### config.mk
export PLATFORM = sky130hd
export DESIGN_NAME = hilo_muldiv_unit
export DESIGN_NICKNAME = d
export VERILOG_FILES = /design/src/rtl/hilo_muldiv_unit.sv
export SDC_FILE = /design/constraint.sdc
export NUM_CORES = 1
export LEC_CHECK = 0
export BUFFER_PORTS_ARGS = -buffer_cell sky130_fd_sc_hd__buf_2
export CORE_MARGIN = 5
export CORE_UTILIZATION = 40
export CTS_BUF_LIST = sky130_fd_sc_hd__clkbuf_2
export DETAILED_ROUTE_END_ITERATION = 16
export PLACE_DENSITY = 0.65
export SYNTH_ARGS = -nofsm -noshare
export SYNTH_HDL_FRONTEND = slang
export SYNTH_SLANG_ARGS = --single-unit
### constraint.sdc
create_clock -name clk -period 10.01 [get_ports clk]
set_input_delay 1.5015 -clock clk [delete_from_list [all_inputs] [get_ports clk]]
set_output_delay 1.5015 -clock clk [all_outputs]
set_load 0.005 [all_outputs]
### src/rtl/hilo_muldiv_unit.sv
// rtl/hilo_muldiv_unit.sv - iterative HI/LO multiply/divide unit for the EX stage
//
// Purpose: executes mult/multu/div/divu one bit per clock, owns the HI/LO
// architectural registers, serves mfhi/mflo reads and requests pipeline stalls
// while a result is not yet available.
//
// Ports:
//   clk, rst_n      clock, asynchronous active-low reset
//   start_i, op_i   issue strobe and opcode (00 div, 01 divu, 10 mult, 11 multu)
//   a_i, b_i        rs / rt operands
//   mf_i            read request (0x none, 10 mflo, 11 mfhi)
//   hl_out_o        read data, combinational from registered HI/LO
//   hi_o, lo_o      HI / LO registers
//   busy_o          operation in flight (MUL, DIV or FIX)
//   done_o          one-cycle pulse after HI/LO were written
//   stall_o         stall request to the hazard unit
module hilo_muldiv_unit #(
  parameter int WIDTH = 32,
  parameter int CNT_W = 6
) (
  input  logic             clk,
  input  logic             rst_n,
  input  logic             start_i,
  input  logic [1:0]       op_i,
  input  logic [WIDTH-1:0] a_i,
  input  logic [WIDTH-1:0] b_i,
  input  logic [1:0]       mf_i,
  output logic [WIDTH-1:0] hl_out_o,
  output logic [WIDTH-1:0] hi_o,
  output logic [WIDTH-1:0] lo_o,
  output logic             busy_o,
  output logic             done_o,
  output logic             stall_o
);

  typedef enum logic [1:0] {IDLE, MUL, DIV, FIX} state_t;

  state_t             state_q, state_d;
  logic [CNT_W-1:0]   cnt_q, cnt_d;
  // MUL: {partial product high, remaining multiplier bits}
  // DIV: {partial remainder, dividend bits / quotient bits shifted in}
  logic [2*WIDTH-1:0] acc_q, acc_d;
  logic [WIDTH-1:0]   opnd_q, opnd_d;      // multiplicand or divisor magnitude
  logic               is_mul_q, is_mul_d;
  logic               neg_quo_q, neg_quo_d;
  logic               neg_rem_q, neg_rem_d;
  logic               div0_q, div0_d;
  logic [WIDTH-1:0]   hi_q, hi_d;
  logic [WIDTH-1:0]   lo_q, lo_d;
  logic               done_q, done_d;

  logic               signed_op, a_neg, b_neg;
  logic [WIDTH-1:0]   a_mag, b_mag;
  logic [WIDTH-1:0]   mul_addend;
  logic [WIDTH:0]     mul_sum;
  logic [WIDTH:0]     div_shift, div_trial;
  logic               div_ge;
  logic [WIDTH-1:0]   div_rem;
  logic [2*WIDTH-1:0] prod_fix;
  logic               last_iter;

  assign signed_op = ~op_i[0];
  assign a_neg     = signed_op & a_i[WIDTH-1];
  assign b_neg     = signed_op & b_i[WIDTH-1];
  assign a_mag     = a_neg ? -a_i : a_i;
  assign b_mag     = b_neg ? -b_i : b_i;

  // Shift-add step: add multiplicand to the high half when the current
  // multiplier bit is set, then shift the whole accumulator right by one.
  assign mul_addend = acc_q[0] ? opnd_q : '0;
  assign mul_sum    = {1'b0, acc_q[2*WIDTH-1:WIDTH]} + {1'b0, mul_addend};

  // Restoring step: bring in the next dividend bit, keep the subtraction
  // only when it does not go negative. A zero divisor yields an all-ones
  // quotient and leaves the dividend as the remainder.
  assign div_shift = acc_q[2*WIDTH-1:WIDTH-1];
  assign div_trial = div_shift - {1'b0, opnd_q};
  assign div_ge    = ~div_trial[WIDTH];
  assign div_rem   = div_ge ? div_trial[WIDTH-1:0] : div_shift[WIDTH-1:0];

  assign prod_fix  = neg_quo_q ? -acc_q : acc_q;
  assign last_iter = (cnt_q == CNT_W'(WIDTH - 1));

  always_comb begin
    state_d   = state_q;
    cnt_d     = cnt_q;
    acc_d     = acc_q;
    opnd_d    = opnd_q;
    is_mul_d  = is_mul_q;
    neg_quo_d = neg_quo_q;
    neg_rem_d = neg_rem_q;
    div0_d    = div0_q;
    hi_d      = hi_q;
    lo_d      = lo_q;
    done_d    = 1'b0;
    case (state_q)
      IDLE: begin
        if (start_i) begin
          cnt_d     = '0;
          is_mul_d  = op_i[1];
          neg_quo_d = a_neg ^ b_neg;
          neg_rem_d = a_neg;
          div0_d    = ~op_i[1] & (b_i == '0);
          if (op_i[1]) begin
            acc_d   = {{WIDTH{1'b0}}, b_mag};
            opnd_d  = a_mag;
            state_d = MUL;
          end else begin
            acc_d   = {{WIDTH{1'b0}}, a_mag};
            opnd_d  = b_mag;
            state_d = DIV;
          end
        end
      end
      MUL: begin
        acc_d = {mul_sum, acc_q[WIDTH-1:1]};
        cnt_d = cnt_q + CNT_W'(1);
        if (last_iter) state_d = FIX;
      end
      DIV: begin
        acc_d = {div_rem, acc_q[WIDTH-2:0], div_ge};
        cnt_d = cnt_q + CNT_W'(1);
        if (last_iter) state_d = FIX;
      end
      FIX: begin
        done_d  = 1'b1;
        state_d = IDLE;
        if (is_mul_q) begin
          {hi_d, lo_d} = prod_fix;
        end else begin
          // Negating the magnitude restores the raw dividend for a zero divisor.
          hi_d = neg_rem_q ? -acc_q[2*WIDTH-1:WIDTH] : acc_q[2*WIDTH-1:WIDTH];
          if (div0_q) lo_d = '1;
          else        lo_d = neg_quo_q ? -acc_q[WIDTH-1:0] : acc_q[WIDTH-1:0];
        end
      end
      default: state_d = IDLE;
    endcase
  end

  always_ff @(posedge clk or negedge rst_n) begin
    if (!rst_n) begin
      state_q   <= IDLE;
      cnt_q     <= '0;
      acc_q     <= '0;
      opnd_q    <= '0;
      is_mul_q  <= 1'b0;
      neg_quo_q <= 1'b0;
      neg_rem_q <= 1'b0;
      div0_q    <= 1'b0;
      hi_q      <= '0;
      lo_q      <= '0;
      done_q    <= 1'b0;
    end else begin
      state_q   <= state_d;
      cnt_q     <= cnt_d;
      acc_q     <= acc_d;
      opnd_q    <= opnd_d;
      is_mul_q  <= is_mul_d;
      neg_quo_q <= neg_quo_d;
      neg_rem_q <= neg_rem_d;
      div0_q    <= div0_d;
      hi_q      <= hi_d;
      lo_q      <= lo_d;
      done_q    <= done_d;
    end
  end

  assign busy_o   = (state_q != IDLE);
  assign done_o   = done_q;
  assign stall_o  = busy_o & (start_i | mf_i[1]);
  assign hi_o     = hi_q;
  assign lo_o     = lo_q;
  assign hl_out_o = mf_i[0] ? hi_q : lo_q;

endmodule
# After elaboration in Yosys (flattened, before gate mapping)
# Index checks and enable logic that the tools add are counted.
# Widths: inputs -> output; s select.
dict set report word_totals {
  ff_bits 173
  latchBits 0
  ramBits 0
  romBits 0
  in_bits 71
  output_inout_bits 99
  elab_cells 66
  n_memories 0
}
dict set report op_classes {
  n_addsub 8
  multipliers 0
  div 0
  n_lt_le_gt_ge 0
  n_eq_ne 6
  n_shift 0
  n_mux 22
  bitwise_logic 9
  reduce_logical 10
}
# cell count
set ops {}
lappend ops {{$mux 32} 12}
lappend ops {{$pmux 64 s3} 1}
lappend ops {{$mux 64} 2}
lappend ops {{$neg 32->32} 4}
lappend ops {{$neg 64->64} 1}
lappend ops {{$add 32x32->33} 1}
lappend ops {{$sub 33x32->33} 1}
lappend ops {{$logic_not 32->1} 1}
lappend ops {{$pmux 6 s2} 1}
lappend ops {{$reduce_and 2->1} 4}
lappend ops {{$add 6x1->6 const B} 1}
lappend ops {{$eq 6x5->1 const B} 1}
lappend ops {{$mux 2} 3}
lappend ops {{$mux 6} 1}
lappend ops {{$pmux 2 s3} 1}
lappend ops {{$and 1x1->1} 4}
lappend ops {{$eq 2x2->1 const B} 2}
lappend ops {{$reduce_bool 2->1} 2}
lappend ops {{$not 1->1} 3}
lappend ops {{$reduce_bool 3->1} 1}
lappend ops {{$eq 2x1->1 const B} 1}
lappend ops {{$logic_not 2->1} 1}
lappend ops {{$ne 2x1->1 const B} 1}
lappend ops {{$ne 2x2->1 const B} 1}
lappend ops {{4 further kinds} 4}

# Depth between registers and ports, before layout
# Gate-level depths: netlist of run 1.
dict set report logic_depth {
  word_depth 6
  mapped_depth 14
  ltp_nobuf 13
}

# Least setup slack after synthesis of run 1
# Ideal clock, no wire load.
dict set report synth_timing {
  kind {input-to-output}
  startpoint {input port mf_i[0]}
  endpoint {output port hl_out_o[10]}
  t_arrival_ps 2394
  t_required_ps 8509
  slack_ps 6114
  stages 3
  n_path_buf 2
  path_cell_list {clkbuf_1 -> buf_1 -> mux2_2}
}
dict set report synth_between {
  elab_chain_len 1
}
# element line
set synth_lines {}
lappend synth_lines {{from (decl)} 27} ;# input logic [1:0] mf_i,
lappend synth_lines {{$mux 32} 174} ;# assign hl_out_o = mf_i[0] ? hi_q : lo_q;
lappend synth_lines {{to (decl)} 28} ;# output logic [WIDTH-1:0] hl_out_o,
# Every way passes these cells.

# Worst setup path in the final report of run 1
dict set report layout_timing {
  startpoint {register acc_q[0]}
  endpoint {register acc_q[61]}
}
dict set report layout_between {
  elab_chain_len 3
}
# element line
set layout_lines {}
lappend layout_lines {{from (decl)} 42} ;# logic [2*WIDTH-1:0] acc_q, acc_d;
lappend layout_lines {{from (signal assigned)} 145} ;# acc_q <= '0;
lappend layout_lines {{from (signal assigned)} 157} ;# acc_q <= acc_d;
lappend layout_lines {{$mux 32} 70} ;# assign mul_addend = acc_q[0] ? opnd_q : '0;
lappend layout_lines {{$add 32x32->33} 71} ;# assign mul_sum = {1'b0, acc_q[2*WIDTH-1:WIDTH]} + {1'b0, mul_addend};
lappend layout_lines {{$pmux 64 s3} 96} ;# case (state_q)
# Every way passes these cells.
# A chain may end at the register's enable or synchronous reset.

==> results of run 1 <==
[critical path, cell delays in order, from the launching register on]
cell and delay (ps):
dfrtp_1 500, inv_1 110, buf_4 380, nor2_1 110
ha_1 350, o21ai_0 430, nor2_1 80, a21boi_0 160
o31ai_1 700, o31ai_1 350, a31oi_1 390, xnor2_1 100
a222oi_1 300, nand2_1 80
[worst paths after layout]
| path | endpoint | startpoint | slack (ps) | depth (start not counted) |
|---|---|---|---|---|
| max | acc_q[61]$_DFFE_PN0P_ | acc_q[0]$_DFFE_PN0P_ | 5870 | 13 |
| min | opnd_q[20]$_DFFE_PN0P_ | opnd_q[20]$_DFFE_PN0P_ | 520 | 2 |
| max reg2reg | acc_q[61]$_DFFE_PN0P_ | acc_q[0]$_DFFE_PN0P_ | 5870 | 13 |
| min reg2reg | opnd_q[20]$_DFFE_PN0P_ | opnd_q[20]$_DFFE_PN0P_ | 520 | 2 |
| max in group asynchronous | hi_o[18]$_DFFE_PN0P_ | rst_n | 8110 | 2 |
| min in group asynchronous | hi_o[19]$_DFFE_PN0P_ | rst_n | 540 | 1 |
[synth_stat cells, types with 12 or more instances]
library cell / instances / area share
mux2i_1: 25 / 0.017
nand2_1: 189 / 0.048
or4_1: 18 / 0.0091
mux2_2: 46 / 0.035
xnor2_1: 66 / 0.039
inv_1: 58 / 0.015
ha_1: 73 / 0.061
a21o_1: 20 / 0.010
o21a_1: 12 / 0.0061
nand2b_1: 23 / 0.0097
nor2b_1: 12 / 0.0050
dfrtp_1: 173 / 0.29
buf_1: 12 / 0.0030
o31ai_1: 26 / 0.013
o21ai_0: 161 / 0.054
clkbuf_1: 97 / 0.024
xor2_1: 108 / 0.064
nor3_1: 28 / 0.0094
a21oi_1: 217 / 0.073
nor2_1: 239 / 0.060
o21ai_1: 12 / 0.0040
or3_1: 15 / 0.0063
nand3_1: 32 / 0.011
a22oi_1: 45 / 0.023
nand4_1: 15 / 0.0063
a31oi_1: 17 / 0.0071
[cells by family after synthesis]
kind of cell / after synthesis / share of synthesized area
DFF: 173 / 0.2909
AOI/OAI and AO/OA: 606 / 0.2473
buffers and inverters: 178 / 0.04590
and+or+nand+nor: 637 / 0.1978
adders and majority gates: 75 / 0.06406
muxes: 71 / 0.05162
xor gates and xnor gates: 174 / 0.1024
[registers in the layout (all words and copies together) (netlist names), 2 cells and up]
register and count:
acc_q 64, hi_o 32, lo_o 32, opnd_q 32
cnt_q 6, state_q 2
[final cells by class]
type | count | area [um^2]
repair buffers | 185 | 972.2
well taps | 468 | 585.6
multi-input cells | 1563 | 9899
clock inverters | 13 | 186.4
flip-flops and latches | 173 | 4329
diodes | 1 | 2.502
inverters | 59 | 221.5
fillers | 3763 | 20410
clock buffers | 18 | 90.09
[per-stage QoR]
| stage | cell area, um^2 | hold WS [ps] |
|---|---|---|
| global route | 16290 | 506.9 |
| detailed placement | 16010 | 474.5 |
| global placement | 16010 | 456.4 |
| finish | 16290 | 516.3 |
| CTS | 16280 | 487.5 |
| floorplan | 14880 | 438.7 |
[per-layer routing]
layer,global-route usage,vias to the layer above
met5,0,-
met3,0.03434,69
li1,-,7014
met4,0.07105,0
met1,0.3426,7059
met2,0.3869,583
[placed cells by master (no fill, tap or decap), types with 20 or more instances in the layout]
cell type | Yosys | final
a21o_1 | 20 | 20
a21oi_1 | 217 | 217
a22oi_1 | 45 | 45
buf_2 | 9 | 168
dfrtp_1 | 173 | 173
ha_1 | 73 | 71
inv_1 | 58 | 58
mux2_2 | 46 | 46
mux2i_1 | 25 | 25
nand2_1 | 189 | 188
nand2b_1 | 23 | 22
nand3_1 | 32 | 31
nor2_1 | 239 | 239
nor3_1 | 28 | 28
o21ai_0 | 161 | 161
o31ai_1 | 26 | 26
xnor2_1 | 66 | 66
xor2_1 | 108 | 108
[report_power, final]
group / internal, W / switching (W) / total, W
clock: 0.000167 / 0.000273 / 0.000440
sequential: 0.000993 / 0.000395 / 0.00139
combinational: 0.00118 / 0.00194 / 0.00312
==> impl_metrics.csv, run 1 <==
group,metric,value,unit
outcome,status,"finished, final reports clean",
grt,overflow,0,
synth,synth_edf_count,0,
grt,track_usage,0.2423,
synth,ys_types,80,
timing,tightest_slew,945.9,ps
timing,hold_viol,0,
clock_tree,insertion_delay,850,ps
synth,ys_warn_count,0,
critical_path,arrival,4910,ps
routing,final_antenna_net_count,0,
timing,fin_crit,4140,ps
clock_tree,cts.sinks,173,
layout,layout-drive-gt1-share,0.1467,
placed_design,numPortBuffers,169,
critical_path,start_kind,"register",
synth,syn_area,14880,um^2
synth,async_flop_share,1.000,
placed_design,gp_congestion,0.9897,
floorplan,coreArea,36700,um^2
routing,wl_met2,23.29,mm
power_and_ir_drop,power_density,303.7,nW/um^2
routing,wl_per_cell,20.75,um
clock_tree,cts-root-buf,"clkbuf_2",
critical_path,worst-path-max-fanout,31,
synth,synthCells,1914,
grt,grt_pass1_wl,79.87,mm
critical_path,cp-end-kind,"register",
synth,ys_ff_latch,173,
grt,grt_max_degree,95,
grt,antenna_found_initial,1,
routing,dr_total_vias,14725,
layout,finish.net_count,2145,
floorplan,fp.dieW,202.9,um
routing,initialDrtViolationCount,1185,
timing,drv_slew,0,
timing,tns,0,ps
placed_design,dpl.hpwl,40.30,mm
synth,ys_seq_area_frac,0.2909,
routing,wirelength,51.46,mm
placed_design,dp.cells,2448,
routing,viasPerCell,5.938,
clock_tree,post_cts_resized,0,
clock_tree,cts_buffers,17,
timing,finalSetupViolCount,0,
timing,slew-limit-headroom,0.3694,
timing,fmaxAchievable,0.2416,GHz
clock_tree,path_clk_slew,280,ps
layout,area_growth_syn_to_layout,9.433,%
routing,drc,0,
clock_tree,clockBufferDepth,2,
synth,mappedNetlistNets,2060,
synth,syn_area_per_cell,7.776,um^2
timing,rsz0062_at_grt,"false",
clock_tree,postCtsHoldBufs,0,
floorplan,num_io_pins,170,
floorplan,dieArea,41160,um^2
power_and_ir_drop,leakagePower,7.341,nW
timing,finalWorstSetupSlack,5870,ps
layout,fin_util,0.4438,
worst_hold_path,hold_path_class,"register to register",
power_and_ir_drop,peakVddDrop,277.3,uV
floorplan,fp-row-count,70,
timing,skew,69.36,ps
routing,wl_met1,23.47,mm
placed_design,dp_slack,5671,ps
routing,dr.pass1.iters,7,
layout,layout.cells.non_filler,2480,
power_and_ir_drop,power,0.004946,W
clock_tree,post_cts_buffers,0,
floorplan,start_util,0.4056,
clock_tree,cts_max_level,4,
run,drv_cap,0,
routing,routed.top_layer,"met4",
floorplan,fp.dieH,202.9,um
critical_path,crit_type,"register to register",
synth,synth_ff_type,"dfrtp_1",
timing,post-route-period-util,0.4136,
critical_path,worstPathRequired,10780,ps
routing,wl_met3,3.365,mm
grt,grt_pass1_vias,13966,
clock_tree,cts_tree,"built",
Note: power is estimated with default switching activity, not from simulation.
==> run 2: changes to the inputs <==
- clock period: 10.01 -> 3.9 ns (I/O delays scaled with it)
==> run 2 against run 1 <==
Against the previous run:
- largest cell class unchanged
- worst hold slack worse by 400 ps
- clock skew is 22 ps lower
- highest routed layer unchanged
- combinational power grew to 2.7 times the previous value
==> impl_metrics.csv, run 2 (synthesis results as in run 1) <==
group,metric,value,unit
layout,fillers,3761,
worst_hold_path,hold_end,"div0_q$_DFFE_PN0P_",
floorplan,dieArea,41160,um^2
routing,wl_met3,3.621,mm
clock_tree,cts_tree,"built",
timing,fin_hold_ws,119.0,ps
critical_path,cpLargestDelayFamily,"compound AO/OA/AOI/OAI gates",
routing,wl_met1,23.55,mm
layout,top_register,"acc_q",
floorplan,fp.dieH,202.9,um
clock_tree,cts.sinks,173,
clock_tree,cts_max_level,4,
placed_design,dp_slack,130.7,ps
grt,antenna_found_initial,1,
placed_design,dpl.hpwl,42.14,mm
routing,dr_total_vias,15023,
critical_path,cpMostUsedCell,"o21ai_0",
worst_hold_path,min_path_cells,4,
critical_path,worst-path-max-fanout,21,
routing,routed.top_layer,"met4",
critical_path,cp-end-kind,"register",
critical_path,worstPathRequired,4620,ps
critical_path,r2r_setup_slack,220,ps
critical_path,r2r-end,"acc_q[62]$_DFFE_PN0P_",
layout,area_growth_syn_to_layout,11.81,%
grt,grt_max_degree,88,
clock_tree,cts_buffers,17,
placed_design,gp_congestion,1.001,
floorplan,start_util,0.4056,
power_and_ir_drop,peakVddDrop,639.3,uV
power_and_ir_drop,power,0.01292,W
grt,grt_pass1_wl,81.88,mm
power_and_ir_drop,leakagePower,7.570,nW
placed_design,numPortBuffers,169,
timing,fin_crit,3676,ps
critical_path,arrival,4390,ps
run,drv_cap,0,
timing,tightest_slew,964.7,ps
grt,track_usage,0.2500,
floorplan,fp.dieW,202.9,um
layout,layout-drive-gt1-share,0.1651,
timing,finalWorstSetupSlack,223.8,ps
critical_path,start_kind,"register",
routing,wirelength,52.87,mm
clock_tree,path_clk_slew,260,ps
routing,wl_per_cell,20.96,um
floorplan,coreArea,36700,um^2
routing,drc,0,
layout,mostFrequentLayoutCell,"nor2_1",
critical_path,r2r_start,"acc_q[0]$_DFFE_PN0P_",
grt,grt_pass1_vias,14208,
timing,tns,0,ps
timing,post-route-period-util,0.9426,
power_and_ir_drop,power_density,776.2,nW/um^2
worst_hold_path,hold_path_class,"input pin to register",
layout,largest_reg_flops,64,
routing,viasPerCell,5.957,
critical_path,slowest_stage,"dfrtp_1",
routing,initialDrtViolationCount,1425,
timing,rsz0062_at_grt,"false",
clock_tree,cts-root-buf,"clkbuf_2",
timing,slew-limit-headroom,0.3569,
placed_design,placed_cell_area,16340,um^2
critical_path,r2r_cells,13,
outcome,status,"finished, final reports clean",
floorplan,num_io_pins,170,
routing,dr.pass1.iters,6,
critical_path,crit_path_max_incr_delay,510,ps
clock_tree,clockBufferDepth,2,
timing,fmaxAchievable,0.2720,GHz
timing,hold_viol,0,
layout,finish.net_count,2186,
timing,skew,46.94,ps
worst_hold_path,hp-start,"b_i[30]",
critical_path,path_buf_inv,2,
critical_path,path_cells,"clkinvlp_4 > buf_4 > nor2_1 > ha_1 > a21oi_1 > o21ai_0 > a311oi_1 > o41a_1 > o31ai_2 > a221oi_1 > o21ai_0 > mux2i_1 > nand4_1",
timing,finalSetupViolCount,0,
floorplan,fp-row-count,70,
grt,overflow,0,
routing,wl_met2,24.46,mm
clock_tree,insertion_delay,820,ps
routing,final_antenna_net_count,0,
timing,drv_slew,0,
layout,design_area,16640,um^2
critical_path,crit_type,"register to register",
layout,final_cell_mix,"nor2_1, a21oi_1, nand2_1, dfrtp_1, buf_2",
-- run 2: cell types whose count changed in the layout (fill, tap and decap cells not counted), sizes merged --
cell	change
buf	+39
bufinv	-1
clkinv	+3
dlygate4sd3	+2
inv	-1
-- run 2: worst max-delay path by stage --
stage / start / to / slack (ps) / depth (start not counted)
floorplan: acc_q[0]$_DFFE_PN0P_ / hi_o[18]$_DFFE_PN0P_ / 600 / 12
global placement: acc_q[0]$_DFFE_PN0P_ / acc_q[62]$_DFFE_PN0P_ / 270 / 12
detailed placement: acc_q[0]$_DFFE_PN0P_ / acc_q[62]$_DFFE_PN0P_ / 130 / 12
CTS: acc_q[0]$_DFFE_PN0P_ / acc_q[62]$_DFFE_PN0P_ / 130 / 12
global route: acc_q[0]$_DFFE_PN0P_ / acc_q[62]$_DFFE_PN0P_ / 30 / 13
finish: acc_q[0]$_DFFE_PN0P_ / acc_q[62]$_DFFE_PN0P_ / 220 / 13
-- run 2: final cells by class --
| cell class | count | area [um^2] | area share |
|---|---|---|---|
| sequential | 173 | 4329 | 0.2601 |
| clock buffer | 18 | 90.09 | 0.005414 |
| inverter | 59 | 225.2 | 0.01353 |
| multi-input combinational | 1563 | 9905 | 0.5952 |
| tap | 468 | 585.6 | 0.03519 |
| antenna | 1 | 2.502 | 0.0001504 |
| clock inverter | 14 | 181.4 | 0.01090 |
| timing repair buffer | 226 | 1323 | 0.07947 |
-- run 2: worst reg2reg max path, cell delays in order, from the launching register on --
cell and delay [ps]:
dfrtp_1 510, clkinvlp_4 310, buf_4 310, nor2_1 110
ha_1 310, a21oi_1 250, o21ai_0 120, a311oi_1 300
o41a_1 310, o31ai_2 110, a221oi_1 440, o21ai_0 210
mux2i_1 190, nand4_1 100
-- run 2: what timing repair did --
action,CTS,global route
setup buffers,0,0
resized for setup,0,2
hold buffers,2,0
setup endpoints to repair,0,1
hold endpoints to repair,83,0
-- run 2: metrics by stage --
| step | instances | util |
|---|---|---|
| after global routing | 2522 | 0.4535 |
| after detailed placement | 2487 | 0.4452 |
| final | 2522 | 0.4535 |
| after floorplan | 1914 | - |
| after global placement | 2487 | 0.4452 |
| after CTS | 2521 | 0.4532 |
-- run 2: power breakdown --
group / switching [W] / internal [W] / total (W)
sequential: 0.000944 / 0.00255 / 0.00349
clock: 0.000726 / 0.000378 / 0.00110
combinational: 0.00517 / 0.00315 / 0.00832
total: 0.00684 / 0.00608 / 0.0129
-- run 2: per-layer routing --
layer  vias up  track usage
li1       7106            -
met1      7256       0.3531
met2       592       0.4048
met3        69      0.03402
met4         0      0.06571
met5         -            0
==> run 3: changes to the inputs <==
- PLACE_DENSITY: 0.65 -> 0.58
==> run 3 against run 2 <==
Against the previous run:
- clock-buffer cell count up 1
- global-route usage up 0.78 points
- worst hold slack worse by 52 ps
- clock skew up 6.3 ps
- non-clock buffer count down 4
- critical path depth down 1
- first-iteration DRC count down 2.2%
- sequential cell count unchanged
- utilization down 0.089 points
- combinational power about the same
- die area unchanged
- maximum frequency up 3.2%
- critical endpoint is now acc_q[57]$_DFFE_PN0P_
==> impl_metrics.csv, run 3 (synthesis results as in run 1) <==
group,metric,value,unit
timing,fin_crit,3563,ps
grt,overflow,0,
timing,fmaxAchievable,0.2807,GHz
outcome,status,"finished, final reports clean",
timing,tightest_slew,1070,ps
layout,finish.net_count,2182,
critical_path,crit_type,"register to register",
grt,met3_usage,0.04408,
routing,drc,0,
timing,post-route-period-util,0.9136,
power_and_ir_drop,power_density,781.6,nW/um^2
grt,gr-max-usage-layer,"met2",
timing,tns,0,ps
layout,fin_util,0.4526,
timing,rsz0062_at_grt,"false",
floorplan,coreArea,36700,um^2
critical_path,worstPathRequired,4630,ps
floorplan,fp-row-count,70,
layout,regArea,4329,um^2
layout,top_register,"acc_q",
placed_design,dpl.hpwl,43.36,mm
power_and_ir_drop,peakVddDrop,460.9,uV
critical_path,cp-end-kind,"register",
clock_tree,post_cts_buffers,0,
floorplan,fp.dieH,202.9,um
critical_path,crit_path_max_incr_delay,530,ps
timing,skew,53.23,ps
grt,grt_max_degree,89,
placed_design,numPortBuffers,169,
layout,multiInputGateArea,9905,um^2
timing,hold_viol,0,
clock_tree,cts_buffers,17,
layout,mostFrequentLayoutCell,"nor2_1",
timing,finalSetupViolCount,0,
grt,use_met2,0.4003,
routing,dr_total_vias,14837,
worst_hold_path,hold_path_class,"input pin to register",
placed_design,dp.cells,2483,
placed_design,placed_cell_area,16300,um^2
critical_path,slowest_stage,"dfrtp_1",
layout,fillers,3745,
clock_tree,cts-root-buf,"clkbuf_2",
clock_tree,cts_tree,"built",
power_and_ir_drop,leakagePower,7.538,nW
routing,final_antenna_net_count,0,
floorplan,dieArea,41160,um^2
critical_path,path_buf_inv,2,
layout,area_growth_syn_to_layout,11.59,%
layout,layout.cells.non_filler,2515,
timing,slew-limit-headroom,0.2869,
clock_tree,cts_max_level,4,
critical_path,start_kind,"register",
routing,wirelength,54.29,mm
grt,grt.met1_usage,0.3642,
layout,design_area,16610,um^2
placed_design,gp_congestion,1.004,
routing,viasPerCell,5.899,
routing,dr.pass1.iters,5,
routing,initialDrtViolationCount,1394,
grt,track_usage,0.2578,
grt,grt_pass1_vias,14070,
critical_path,r2r_setup_slack,340,ps
clock_tree,insertion_delay,870,ps
clock_tree,clockBufferDepth,2,
critical_path,arrival,4300,ps
run,drv_cap,0,
timing,drv_slew,0,
grt,grt_pass1_wl,83.46,mm
layout,largest_reg_flops,64,
layout,layout-drive-gt1-share,0.1618,
clock_tree,path_clk_slew,260,ps
critical_path,path_cells,"inv_1 > ha_1 > fa_1 > nand2b_1 > a21o_1 > a31o_2 > and3_1 > or3_1 > nand3_2 > buf_12 > o21ai_0 > a221o_1",
floorplan,start_util,0.4056,
floorplan,num_io_pins,170,
layout,final_cell_mix,"nor2_1, a21oi_1, nand2_1, dfrtp_1, buf_2",
grt,antenna_found_initial,1,
critical_path,worst-path-max-fanout,58,
routing,wl_per_cell,21.59,um
critical_path,cpLargestDelayFamily,"compound AO/OA/AOI/OAI gates",
floorplan,fp.dieW,202.9,um
clock_tree,cts.sinks,173,
==> run 3: cell count changes in the layout (fill, tap and decap cells not counted), moves of 2 or more <==
cell        change
buf_4           -3
bufinv_16       +2
clkinv_2        -2
clkinv_4        -4
clkinvlp_4      +2
inv_6           -2
==> run 3: final timing paths <==
kind	from	endpoint	cells past startpoint
worst max-delay path	acc_q[31]$_DFFE_PN0P_	acc_q[57]$_DFFE_PN0P_	12
worst min-delay path	b_i[30]	div0_q$_DFFE_PN0P_	4
worst max register to register	acc_q[31]$_DFFE_PN0P_	acc_q[57]$_DFFE_PN0P_	12
worst min register to register	opnd_q[7]$_DFFE_PN0P_	opnd_q[7]$_DFFE_PN0P_	2
max in group asynchronous	rst_n	acc_q[8]$_DFFE_PN0P_	3
min in group asynchronous	rst_n	lo_o[17]$_DFFE_PN0P_	2
==> run 3: metrics by stage <==
stage	setup WS [ps]	hold slack [ps]	power [W]
floorplan	599.0	289.4	0.008845
global placement	456.4	459.9	0.01169
detailed placement	377.1	472.4	0.01174
CTS	323.0	4.596	0.01291
global route	44.97	21.46	0.01405
finish	336.8	66.81	0.01298
==> run 3: metal layers <==
layer	vias to the layer above	part of all wire
met5	-	0
met4	0	0.034
met3	85	0.064
met2	555	0.45
met1	7122	0.45
li1	7075	-
==> run 3: worst reg2reg max path: stages (launching register included) <==
cell and delay [ps]:
dfrtp_1 530, inv_1 120, ha_1 230, fa_1 390
nand2b_1 190, a21o_1 200, a31o_2 250, and3_1 200
or3_1 400, nand3_2 110, buf_12 270, o21ai_0 180
a221o_1 350
==> run 3: where the power goes <==
part           total, W  internal, W  switching (W)
clock network   0.00115     0.000484       0.000666
registers       0.00349      0.00255       0.000940
logic           0.00834      0.00314        0.00520
==> run 3: layout make-up <==
type	instances	share of cell area
Antenna cell	1	0.0001507
Tap cell	468	0.03526
Clock buffer	19	0.005725
Timing Repair Buffer	222	0.07707
Clock inverter	10	0.01145
Sequential cell	173	0.2607
Inverter	59	0.01333
Multi-Input combinational cell	1563	0.5964
==> run 3: what timing repair did <==
item / 4_1_cts / 5_1_grt
hold endpoints to repair: 71 / 1
resized for setup: 0 / 1
setup endpoints to repair: 0 / 1
hold buffers: 1 / 1
